## config.mk

```make
export PLATFORM = sky130hd
export DESIGN_NAME = alu_control_seq
export DESIGN_NICKNAME = d
export VERILOG_FILES = /design/src/rtl/alu_control_seq.sv
export SDC_FILE = /design/constraint.sdc
export NUM_CORES = 1
export LEC_CHECK = 0
export BUFFER_PORTS_ARGS = -buffer_cell sky130_fd_sc_hd__clkbuf_2
export CAP_MARGIN = 40
export CORE_MARGIN = 1.5
export CORE_UTILIZATION = 40
export DETAILED_ROUTE_END_ITERATION = 8
export SETUP_SLACK_MARGIN = 0.5
export SYNTH_ARGS = -nofsm -noshare
export SYNTH_HDL_FRONTEND = slang
export SYNTH_SLANG_ARGS = --single-unit
```

## constraint.sdc

```tcl
create_clock -name clk -period 1.9 [get_ports clk]
set_input_delay 0.095 -clock clk [delete_from_list [all_inputs] [get_ports clk]]
set_output_delay 0.095 -clock clk [all_outputs]
set_load 0.02 [all_outputs]
```

## src/rtl/alu_control_seq.sv

```systemverilog
// rtl/alu_control_seq.sv - registered ALU-control decoder with mult/div busy sequencer
module alu_control_seq #(
  parameter int CTRL_W  = 4,
  parameter int MUL_LAT = 4,
  parameter int DIV_LAT = 32,
  parameter int CNT_W   = 6
) (
  input  logic              clk,
  input  logic              rst_n,
  input  logic              valid_i,
  input  logic [1:0]        alu_op,
  input  logic [5:0]        opcode,
  input  logic [5:0]        funct,
  output logic              stall,
  output logic [CTRL_W-1:0] alu_control,
  output logic              ctrl_valid,
  output logic              md_start,
  output logic [1:0]        md_op,
  output logic              md_done,
  output logic              illegal
);

  localparam logic [3:0] ALU_AND = 4'b0000;
  localparam logic [3:0] ALU_OR  = 4'b0001;
  localparam logic [3:0] ALU_ADD = 4'b0010;
  localparam logic [3:0] ALU_SUB = 4'b0110;
  localparam logic [3:0] ALU_SLT = 4'b0111;
  localparam logic [3:0] ALU_NOR = 4'b1100;

  typedef enum logic {IDLE, BUSY} state_t;

  state_t           state;
  logic [CNT_W-1:0] cnt;
  logic             accept;
  logic [3:0]       dec_ctrl;
  logic             dec_ill;
  logic             dec_md;

  // Stall depends on state only, so valid_i never loops back into it.
  assign stall  = (state == BUSY);
  assign accept = valid_i && (state == IDLE);

  always_comb begin
    dec_ctrl = ALU_ADD;
    dec_ill  = 1'b0;
    dec_md   = 1'b0;
    case (alu_op)
      2'b00: dec_ctrl = ALU_ADD;
      2'b01: begin
        case (opcode)
          6'b001101: dec_ctrl = ALU_OR;
          6'b001100: dec_ctrl = ALU_AND;
          6'b000100: dec_ctrl = ALU_SUB;
          6'b001010: dec_ctrl = ALU_SLT;
          default:   dec_ill  = 1'b1;
        endcase
      end
      2'b10: begin
        case (funct)
          6'b100001: dec_ctrl = ALU_ADD;
          6'b100011: dec_ctrl = ALU_SUB;
          6'b100100: dec_ctrl = ALU_AND;
          6'b100101: dec_ctrl = ALU_OR;
          6'b100111: dec_ctrl = ALU_NOR;
          6'b101010: dec_ctrl = ALU_SLT;
          6'b011000, 6'b011001,
          6'b011010, 6'b011011: dec_md = 1'b1;
          6'b010000, 6'b010010: dec_ctrl = ALU_ADD;
          default:   dec_ill  = 1'b1;
        endcase
      end
      default: dec_ill = 1'b1;
    endcase
    if (dec_ill) dec_ctrl = ALU_AND;
  end

  always_ff @(posedge clk or negedge rst_n) begin
    if (!rst_n) begin
      state       <= IDLE;
      cnt         <= '0;
      alu_control <= '0;
      ctrl_valid  <= 1'b0;
      md_start    <= 1'b0;
      md_op       <= 2'b00;
      md_done     <= 1'b0;
      illegal     <= 1'b0;
    end else begin
      ctrl_valid <= accept;
      md_start   <= 1'b0;
      md_done    <= 1'b0;
      case (state)
        IDLE: begin
          if (accept) begin
            alu_control <= CTRL_W'(dec_ctrl);
            illegal     <= dec_ill;
            if (dec_md) begin
              state    <= BUSY;
              md_op    <= funct[1:0];
              md_start <= 1'b1;
              // funct[1] separates div/divu from mult/multu
              cnt      <= funct[1] ? CNT_W'(DIV_LAT) : CNT_W'(MUL_LAT);
            end
          end
        end
        BUSY: begin
          if (cnt == CNT_W'(1)) begin
            state   <= IDLE;
            md_done <= 1'b1;
            cnt     <= '0;
          end else begin
            cnt <= cnt - CNT_W'(1);
          end
        end
        default: state <= IDLE;
      endcase
    end
  end

endmodule

```

==> flow_summary.json <==
{
  "status": "finished clean",
  "leakagePower_nw": 0.6381,
  "fin_cells": 173,
  "antenna_left": 0,
  "synth-compound-area-share_pct": 20.79,
  "grt_pass1_vias": 899,
  "dp_hpwl_um": 1795,
  "synth_seq_cells": 17,
  "yosysWarningCount": 0,
  "grt_usage_pct": 19.46,
  "avgSynthCellArea_um2": 9.787,
  "clk_pin_slew_ns": 0.10,
  "die_w_um": 54.17,
  "yosys.area.top_type": "dfrtp_1",
  "clock_sinks": 17,
  "r2r_slack_ns": 0.36,
  "maxSlewViolCount": 0,
  "tightest_slew_ns": 0.4317,
  "synthSimpleGateAreaFrac_pct": 24.73,
  "power_density_nw_per_um2": 1044,
  "critical_path_required_ns": 2.09,
  "vias_per_cell": 5.584,
  "rsz0062_at_grt": "true",
  "synth_edf_count": 0,
  "portBuffers": 27,
  "grt_start_max_net_pins": 18,
  "ioPinCount": 28,
  "endpoint_kind": "register",
  "max_slew_margin_pct": 71.13,
  "dr_total_vias": 966,
  "die_y_um": 54.17,
  "synth.distinct_cells": 43,
  "cts.path.max_buffers": 2,
  "clock.fmax_mhz": 647.4,
  "multi_input_area_um2": 640.6,
  "worst_clock_skew_ns": 0.007823,
  "min_from": "funct[0]",
  "start_kind": "register",
  "dr.pass1.iters": 4,
  "synthMuxAreaShare_pct": 3.106,
  "die_area_um2": 2934,
  "min_period_ns": 1.545,
  "finalCritPeriodShare_pct": 81.30,
  "fill_cells": 252,
  "overflow": 0,
  "syn_inst": 107,
  "cp-startpoint": "cnt[2]$_DFFE_PN0P_",
  "crit_fanout": 4,
  "routedWlPerCell_um": 14.65,
  "hold_path.class": "primary input to register",
  "ir_drop_uv": 660.3,
  "route.detailed.drc": 0,
  "cap_violations": 0,
  "hold_viol_final": 0,
  "holdWs_ns": 0.1049,
  "synth_area_um2": 1047,
  "drive_gt1_share_pct": 37.76,
  "reg2reg_from": "cnt[2]$_DFFE_PN0P_",
  "grt_antenna_before_repair": 0,
  "critical_path_class": "register to register",
  "fin_nets": 166,
  "synthAdderAreaFrac_pct": 5.974,
  "grt_pass1_wl_um": 4022,
  "initial_utilization_pct": 42.27,
  "synthToLayoutAreaGrowth_pct": 28.67,
  "setup_viol": 0,
  "synthArstFlopShare_pct": 100.0,
  "rows": 18,
  "h-tree-depth": 1,
  "ys_seq_area_share_pct": 40.62,
  "cts_root_buffer": "clkbuf_4",
  "gp_congestion": 0.7625,
  "first_iter_violations": 22,
  "ys.flop_type": "dfrtp_1",
  "tns_ns": 0,
  "antenna_cells": 0,
  "synth_xor_area_share_pct": 0.8363,
  "dp_cells": 163,
  "synth_top_area_share_pct": 40.62,
  "critPathArrivalTime_ns": 1.73,
  "wl_um": 2535,
  "ys_top_cells_by_area": "dfrtp_1 41%, ha_1 6.0%, nor2b_1 3.6%, nand2_1 3.2%, o21ai_0 2.9%",
  "synth_top_family_by_area": "simple AND/OR/NAND/NOR gates",
  "clk_latency_ns": 0.29,
  "cts_made_buffers": 3,
  "seqCellArea_um2": 426.7,
  "synth_nets": 129,
  "cts_tree": "done",
  "core_area_um2": 2477
}
## cells in the final DEF, fill, tap and decap left out, drive strengths merged, types with 4 or more instances in the layout
cell    synthesis  final
buf             1      5
clkbuf          0     31
dfrtp          17     17
ha              5      5
inv             8      8
nand2           9      9
nand2b          4      4
nor2            5      5
nor2b           6      6
o21ai           6      6
## registers in the layout (all words and copies together), names as in the netlist
register	cells
alu_control	4
cnt	6
ctrl_valid	1
illegal	1
md_done	1
md_op	2
md_start	1
stall	1
## cells by family after synthesis
group           count (synthesis)
compound gates                 29
flops                          17
simple gates                   43
mux                             3
buf+inv                         9
xor+xnor                        1
fa+ha+maj                       5
## per-stage QoR
step	cell area, um2	power [mW]	setup slack [ns]	util [%]
floorplan	1049	0.9057	0.4251	-
global placement	1210	1.028	0.3970	48.84
detailed placement	1210	1.041	0.3773	48.84
CTS	1306	1.322	0.3828	52.73
global route	1348	1.513	0.2865	54.39
finish	1348	1.406	0.3553	54.39
## what timing repair did
item,CTS,global route
pin swaps,2,4
endpoints found under the hold margin,17,0
endpoints found under the setup margin,5,6
hold buffers,1,0
setup buffers,5,0
gates resized for setup,5,9
## metal layers
metal / part of all wire, % / GRT usage, %
met1: 47 / 25.43
met2: 48 / 32.13
met3: 3.8 / 2.778
met4: 0.75 / 7.500
met5: 0 / 0
## final cells by class
cell class,instances,area share [%]
Clock buffer,4,1.950
Inverter,8,2.228
Multi-Input combinational cell,81,47.54
Sequential cell,17,31.66
Tap cell,30,2.786
Timing Repair Buffer,33,13.83
## worst paths after layout
| path | end | cells past startpoint |
|---|---|---|
| setup / recovery | cnt[5]$_DFFE_PN0P_ | 4 |
| hold / removal | md_op[0]$_DFFE_PN0P_ | 2 |
| setup reg to reg | cnt[5]$_DFFE_PN0P_ | 4 |
| hold reg to reg | alu_control[1]$_DFFE_PN0P_ | 2 |
| max in group asynchronous | stall$_DFF_PN0_ | 2 |
| min in group asynchronous | cnt[4]$_DFFE_PN0P_ | 2 |
## critical path, cell delays in order, from the launching register on
cell	delay [ns]
dfrtp_1	0.44
or4_4	0.57
nor2_2	0.09
o21bai_1	0.06
a221o_1	0.28
## Yosys cell counts, types with 2 or more instances
master,instances
o22ai_1,2
a22oi_1,2
nand2_1,9
nor2_1,5
a41oi_1,2
inv_1,8
o21bai_1,3
ha_1,5
and3_1,3
nor3_1,2
o31ai_1,2
o21ai_0,6
mux2_2,2
nor2b_1,6
nand2b_1,4
dfrtp_1,17
nor4_1,2
or3_1,2
## where the power goes
part | internal (mW) | total [mW] | switching [mW]
Sequential | 0.454 | 0.552 | 0.0977
Clock | 0.0815 | 0.197 | 0.115
Combinational | 0.319 | 0.657 | 0.339
Note: power is estimated with default switching activity, not from simulation.
